<file path="src/rtl/mac_pkg.sv">
// Shared definitions for the saturating multiply-accumulate block.
// Holds the FSM state encoding and the default parameter widths.
// No logic; imported by mac_acc and sat_add.
package mac_pkg;

    typedef enum logic [1:0] {
        ST_IDLE = 2'd0,
        ST_ACC  = 2'd1,
        ST_DONE = 2'd2
    } state_t;

    localparam int IN_SIZE_DEF  = 16;
    localparam int ACC_SIZE_DEF = 24;
    localparam int CNT_SIZE_DEF = 8;

endpackage

</file>
<file path="src/rtl/mac_acc_sat_add.sv">
// Unsigned saturating adder: sum = min(a + b, 2^acc_size - 1).
// Latency: combinational.
// Backpressure: none; pure function of its operands.
module sat_add
    import mac_pkg::*;
#(
    parameter int acc_size = ACC_SIZE_DEF
) (
    input  logic [acc_size-1:0] a,
    input  logic [acc_size-1:0] b,
    output logic [acc_size-1:0] sum,
    output logic                ovf
);

    logic [acc_size:0] w_full;

    // One extra bit catches the carry out; a carry means the true sum is out of range.
    assign w_full = {1'b0, a} + {1'b0, b};
    assign ovf    = w_full[acc_size];
    assign sum    = ovf ? {acc_size{1'b1}} : w_full[acc_size-1:0];

endmodule

</file>
<file path="src/rtl/mac_acc.sv">
// Accumulates len unsigned samples with saturation, then presents one result.
// Latency: out_valid rises the cycle after the last sample is accepted.
// Backpressure: in_ready only in ACC; result held in DONE until out_ready.
module mac_acc
    import mac_pkg::*;
#(
    parameter int in_size  = IN_SIZE_DEF,
    parameter int acc_size = ACC_SIZE_DEF,
    parameter int cnt_size = CNT_SIZE_DEF
) (
    input  logic                clk,
    input  logic                rst_n,
    input  logic                start,
    input  logic [cnt_size-1:0] len,
    input  logic                in_valid,
    input  logic [in_size-1:0]  in_data,
    output logic                in_ready,
    output logic                out_valid,
    output logic [acc_size-1:0] out_data,
    output logic                out_sat,
    input  logic                out_ready,
    output logic                busy
);

    // Samples wider than the accumulator saturate on their own.
    localparam int EXT = (in_size > acc_size) ? in_size : acc_size;

    state_t              r_state;
    state_t              w_state_nxt;
    logic [acc_size-1:0] r_sum;
    logic                r_sat;
    logic [cnt_size-1:0] r_cnt;
    logic [cnt_size-1:0] r_len;

    logic                w_start_blk;
    logic                w_accept;
    logic                w_last;
    logic [EXT-1:0]      w_data_ext;
    logic                w_data_big;
    logic [acc_size-1:0] w_b;
    logic [acc_size-1:0] w_sum;
    logic                w_add_ovf;
    logic                w_ovf;

    assign w_start_blk = (r_state == ST_IDLE) && start;
    assign w_accept    = (r_state == ST_ACC) && in_valid;
    // Compare against len-1 so the counter never has to reach len (no wrap at len=2^cnt_size-1).
    assign w_last      = w_accept && (r_cnt == r_len - 1'b1);

    assign w_data_ext  = EXT'(in_data);
    assign w_data_big  = (EXT > acc_size) ? (|(w_data_ext >> acc_size)) : 1'b0;
    assign w_b         = w_data_big ? {acc_size{1'b1}} : w_data_ext[acc_size-1:0];
    assign w_ovf       = w_add_ovf | w_data_big;

    sat_add #(
        .acc_size (acc_size)
    ) u_sat_add (
        .a   (r_sum),
        .b   (w_b),
        .sum (w_sum),
        .ovf (w_add_ovf)
    );

    // Next-state: IDLE -> ACC (or straight to DONE for an empty block) -> DONE -> IDLE.
    always_comb begin
        w_state_nxt = r_state;
        case (r_state)
            ST_IDLE: begin
                if (start) begin
                    w_state_nxt = (len == '0) ? ST_DONE : ST_ACC;
                end
            end
            ST_ACC: begin
                if (w_last) begin
                    w_state_nxt = ST_DONE;
                end
            end
            ST_DONE: begin
                if (out_ready) begin
                    w_state_nxt = ST_IDLE;
                end
            end
            default: w_state_nxt = ST_IDLE;
        endcase
    end

    // State register.
    always_ff @(posedge clk or negedge rst_n) begin
        if (!rst_n) begin
            r_state <= ST_IDLE;
        end else begin
            r_state <= w_state_nxt;
        end
    end

    // Running sum and sticky saturation flag; cleared on every accepted start.
    always_ff @(posedge clk or negedge rst_n) begin
        if (!rst_n) begin
            r_sum <= '0;
            r_sat <= 1'b0;
        end else if (w_start_blk) begin
            r_sum <= '0;
            r_sat <= 1'b0;
        end else if (w_accept) begin
            r_sum <= w_sum;
            r_sat <= r_sat | w_ovf;
        end
    end

    // Block length capture and accepted-sample counter.
    always_ff @(posedge clk or negedge rst_n) begin
        if (!rst_n) begin
            r_len <= '0;
            r_cnt <= '0;
        end else if (w_start_blk) begin
            r_len <= len;
            r_cnt <= '0;
        end else if (w_accept) begin
            r_cnt <= r_cnt + 1'b1;
        end
    end

    assign in_ready  = (r_state == ST_ACC);
    assign out_valid = (r_state == ST_DONE);
    assign busy      = (r_state != ST_IDLE);
    assign out_data  = r_sum;
    assign out_sat   = r_sat;

endmodule

</file>
<file path="config.mk">
export PLATFORM = sky130hd
export DESIGN_NAME = mac_acc
export DESIGN_NICKNAME = d
export VERILOG_FILES = /design/src/rtl/mac_pkg.sv /design/src/rtl/mac_acc_sat_add.sv /design/src/rtl/mac_acc.sv
export SDC_FILE = /design/constraint.sdc
export NUM_CORES = 1
export LEC_CHECK = 0
export ABC_AREA = 1
export CELL_PAD_IN_SITES_DETAIL_PLACEMENT = 2
export CELL_PAD_IN_SITES_GLOBAL_PLACEMENT = 2
export CORE_UTILIZATION = 32
export DETAILED_ROUTE_END_ITERATION = 12
export GPL_TIMING_DRIVEN = 0
export PLACE_DENSITY = 0.95
export REMOVE_ABC_BUFFERS = 1
export SYNTH_ARGS = -nofsm -noshare
export SYNTH_HDL_FRONTEND = slang
export SYNTH_SLANG_ARGS = --single-unit
</file>
<file path="constraint.sdc">
create_clock -name clk -period 3.4 [get_ports clk]
set_input_delay 0.51 -clock clk [delete_from_list [all_inputs] [get_ports clk]]
set_output_delay 0.51 -clock clk [all_outputs]
set_load 0.03 [all_outputs]
</file>
; Word level (Yosys, flattened, before mapping)
; Cells that the tools add are included.
[word_totals]
register_bits = 43
inputBits = 29
out_inout_bits = 28
elab_cells = 35
[op_classes]
n_addsub = 3
n_eq_ne = 6
muxes = 12
n_bitwise = 1
n_reduce_logical = 8
[op_table]
columns = op, n
row1 = two-way mux 24 bit, 3
row2 = adder 24 x 16 -> 25 bit, 1
row3 = two-way mux 8 bit, 2
row4 = "adder 8 x 1 -> 8 bit, second input constant", 1
row5 = equality test 8 bit, 1
row6 = logical NOT 8 bit, 1
row7 = two-way mux 2 bit, 4
row8 = "subtractor 8 x 1 -> 8 bit, second input constant", 1
row9 = one-hot mux 2 bit (3 select lines), 1
row10 = "!= test 2 x 1 -> 1 bit, second input constant", 2
row11 = nonzero test 2 bit, 2
row12 = logical AND 1 bit, 3
row13 = AND reduction 3 bit, 1
row14 = "equality test 2 x 1 -> 1 bit, second input constant", 1
row15 = "equality test 2 bit, second input constant", 1
row16 = logical NOT 2 bit, 1
row17 = two-way mux 1 bit, 2
row18 = "!= test 2 bit, second input constant", 1
row19 = OR 1 bit, 1

; Longest topological paths before layout
[depth]
ltp_word = 5
ltp_mapped = 13
depth_no_buf = 13

; Modules after synthesis
; Synthesis repeated with hierarchy kept, for this count alone.
[hier_totals]
cells_unflattened = 621
area_unflattened_um2 = 4002.6
[by_module_without_submodules]
columns = module, instances, cells_per_inst, area_each_um2, seq_area_each_um2
row1 = mac_acc, 1, 224, 2090.8, 1076.0
row2 = sat_add, 1, 397, 1911.8, 0.0

; Worst setup path before layout
; OpenSTA, ideal clock, no wires.
[synth_timing]
path_type = register -> register
from = register r_sum[0], in the netlist out_data[0]
to = register r_sum[8], in the netlist out_data[8]
setup_ns = 0.128
arrival_ns = 1.956
required_ns = 3.272
path_slack_ns = 1.316
path_stages_with_launch = 12
path_buffers = 1
synth_period_minus_slack_ns = 2.084
path_cell_list = dfrtp_1 -> ha_1 -> fa_1 -> nand2_1 -> nand2_1 -> nand2_1 -> o21ai_2 -> nand3_2 -> o21ai_4 -> nand2_4 -> buf_6 -> nand3_2
[synth_via]
elab_chain_cells = 4
[synth_lines]
columns = element, line
row1 = start: declaration, mac_acc.sv:30  ; logic [acc_size-1:0] r_sum;
row2 = start signal: assignment, mac_acc.sv:105  ; r_sum <= w_sum;
row3 = adder 24 x 16 -> 25 bit, mac_acc_sat_add.sv:18  ; assign w_full = {1'b0, a} + {1'b0, b};
row4 = two-way mux 24 bit, mac_acc_sat_add.sv:20  ; assign sum = ovf ? {acc_size{1'b1}} : w_full[acc_size-1:0];
row5 = two-way mux 24 bit, mac_acc.sv:104  ; end else if (w_accept) begin
row6 = two-way mux 24 bit, mac_acc.sv:101  ; end else if (w_start_blk) begin
; Every way passes these cells. The select of a mux whose other input is x is not followed.
; A chain may end at the register's enable or synchronous reset.

; Worst setup path after layout
[layout_timing]
from = input in_valid
to = register r_sum[3], in the netlist out_data[3]
[layout_via]
elab_chain_cells = 2
[layout_lines]
columns = element, line
row1 = start: declaration, mac_acc.sv:15  ; input logic in_valid,
row2 = logical AND 1 bit, mac_acc.sv:46  ; assign w_accept = (r_state == ST_ACC) && in_valid;
row3 = nonzero test 2 bit (no line), --
; Every way passes these cells.

==> results.sh <==
export IMPL_clock_sinks=43
export IMPL_netlist_instances=520
export IMPL_finalSetupViolations=0
export IMPL_via_per_inst=5.334
export IMPL_die_w_um=106.4
export IMPL_period_needed_ns=3.098
export IMPL_gp_congestion=0.9258
export IMPL_crit_path_end_kind="flip-flop"
export IMPL_worst_slew_pin_slew_ns=1.114
export IMPL_yosys_area_share_simple_pct=38.92
export IMPL_initial_core_util_pct=33.31
export IMPL_antenna_cells=0
export IMPL_dp_hpwl_um=9991
export IMPL_maxSlewHeadroom_pct=25.29
export IMPL_r2r_start="r_state[0]$_DFFE_PN0P_"
export IMPL_die_area_um2=11310
export IMPL_skew_ns=0.003528
export IMPL_ir_drop_v=0.0003360
export IMPL_final_common_cell="nand2_1"
export IMPL_p_total_w=0.003312
export IMPL_grt_total_usage_pct=24.52
export IMPL_clockRootBuffer="clkbuf_8"
export IMPL_finalMaxSlewViolations=0
export IMPL_synth_xor_area_share_pct=2.765
export IMPL_synth_fa_ha_area_share_pct=7.038
export IMPL_num_vias=3803
export IMPL_layout_nets=624
export IMPL_synthMuxAreaShare_pct=0
export IMPL_drtIter0Drc=93
export IMPL_status="completed"
export IMPL_path_max_fanout=34
export IMPL_core_area_um2=10460
export IMPL_rsz0062_at_grt="false"
export IMPL_fmax_mhz=322.8
export IMPL_drive_gt1_share_pct=5.719
export IMPL_layout_common_cells="nand2_1, inv_1, clkdlybuf4s50_1"
export IMPL_antenna_found_initial=0
export IMPL_drc_errors=0
export IMPL_ant_nets=0
export IMPL_clkTransAtPathRegs_ns=0.10
export IMPL_routed_wl_um=13070
export IMPL_clockBufferDepth=2
export IMPL_synth_compound_area_share_pct=11.60
export IMPL_hold_ws_ns=0.1580
export IMPL_grt_overflow_total=0
export IMPL_critPathRequiredTime_ns=3.58
export IMPL_start_kind="primary input"
export IMPL_syn_area_um2=3485
export IMPL_critPathLaunch="in_valid"
export IMPL_grt_pass1_wl_um=21780
export IMPL_yosys_warnings=0
export IMPL_portBuffers=56
export IMPL_io_pins=57
export IMPL_area_delta_synth_final_pct=23.05
export IMPL_finalWorstSetupSlack_ns=0.3020
export IMPL_crit_arrival_ns=3.27
export IMPL_numCtsBuffers=5
export IMPL_cts_tree="built"
export IMPL_power_density_nw_per_um2=772.4
export IMPL_crit_type="primary input to flip-flop"
export IMPL_reg2reg_setup_slack_ns=0.36
export IMPL_hp_class="primary input to asynchronous set/reset pin"
export IMPL_grt_max_degree=35
export IMPL_dp_slack_ns=-0.005807
export IMPL_fin_crit_sh_pct=91.12
export IMPL_power_leakage_nw=2.151
export IMPL_rows=37
export IMPL_hold_viol_final=0
export IMPL_die_h_um=106.4
export IMPL_grt_pass1_vias=4347
export IMPL_cts_hold_buf=0
export IMPL_ys_types=43
export IMPL_yosysSeqAreaShare_pct=30.88
export IMPL_detail_route_wl_per_cell_um=18.33
export IMPL_synth_seq_cells=43
export IMPL_clock_latency_ns=0.32
export IMPL_avgSynthCellArea_um2=6.701
export IMPL_synth_top_family_by_area="simple AND/OR/NAND/NOR gates"
export IMPL_timing_max_cap_violations=0
export IMPL_first_pass_iters=4
export IMPL_cts_resized=0
export IMPL_postCtsSetupRepairBufs=0
export IMPL_h_tree_depth=2
export IMPL_final_util_pct=40.98
## flip-flops by register name (all words and copies together), names as in the netlist
name / flops
out_data: 24
out_sat: 1
r_cnt: 8
r_len: 8
r_state: 2
## stage by stage
step / TNS, ns / std cells / area [µm²]
floorplan: 0 / 512 / 3426
global placement: 0 / 704 / 4156
detailed placement: -0.005807 / 705 / 4172
CTS: 0 / 713 / 4288
global route: 0 / 713 / 4288
finish: 0 / 713 / 4288
## layer usage
layer  global-route usage (%)  routed length (µm)  vias to the layer above  share of wire, %
met4                    7.044                 262                        0               2.0
met3                    2.636                 298                       22               2.3
met1                    27.18                5341                     1925                41
met5                        0                   0                        -                 0
met2                    48.38                7163                       62                55
li1                         -                   -                     1794                 -
## critical path: stages
cell             delay, ns
clkdlybuf4s50_1       0.42
nand2_1               0.45
clkinv_1              1.05
nand2_4               0.66
nand3_2               0.15
## worst paths after layout
kind / end / cells after the start
max: out_data[3]$_DFFE_PN0P_ / 5
min: out_data[10]$_DFFE_PN0P_ / 1
max reg2reg: out_data[3]$_DFFE_PN0P_ / 6
min reg2reg: r_len[7]$_DFFE_PN0P_ / 2
max in group asynchronous: out_data[17]$_DFFE_PN0P_ / 2
min in group clk: r_len[7]$_DFFE_PN0P_ / 2
## power breakdown
part	internal, W	switching, W
logic	0.000690	0.00133
registers	0.000674	0.000174
clock network	0.000223	0.000224
total	0.00159	0.00172
## cells by family (layout without fill, tap and decap cells)
logic type                 after synthesis  in the layout
DFF                                     43             43
adders and majority gates               19             19
AOI/OAI and AO/OA                       71             71
xor gates and xnor gates                11             11
buffers and inverters                   74            131
and+or+nand+nor                        302            302
## area by class of cell
class                           count  area [µm²]
Timing Repair Buffer               57       575.6
Sequential cell                    43        1076
Clock inverter                      3       47.55
Fill cell                        1272        6175
Clock buffer                        5       68.82
Multi-Input combinational cell    403        2102
Inverter                           66       247.7
Tap cell                          136       170.2
## cells in the mapped netlist, drive strengths merged
cell type	n	area (µm²)
nand2	171	654.4
inv	65	244.0
nand3	52	305.3
nor2	52	210.2
dfrtp	43	1076
a21oi	30	153.9
o21ai	28	155.2
ha	18	225.2
nand4	12	75.07
xor2	8	70.07
nor3	6	35.03
buf	5	37.53
nand3b	4	30.03
clkbuf	3	21.27
xnor2	3	26.28
a21boi	2	15.01
a31oi	2	12.51
nor4	2	27.53
o21a	2	15.01
o21bai	2	15.01
or2	2	12.51
a21o	1	7.510
a22o	1	8.760
a22oi	1	7.510
and2	1	6.260
clkinv	1	3.750
fa	1	20.02
o211ai	1	7.510
o22ai	1	6.260
Power figures use the tool's default switching activity.
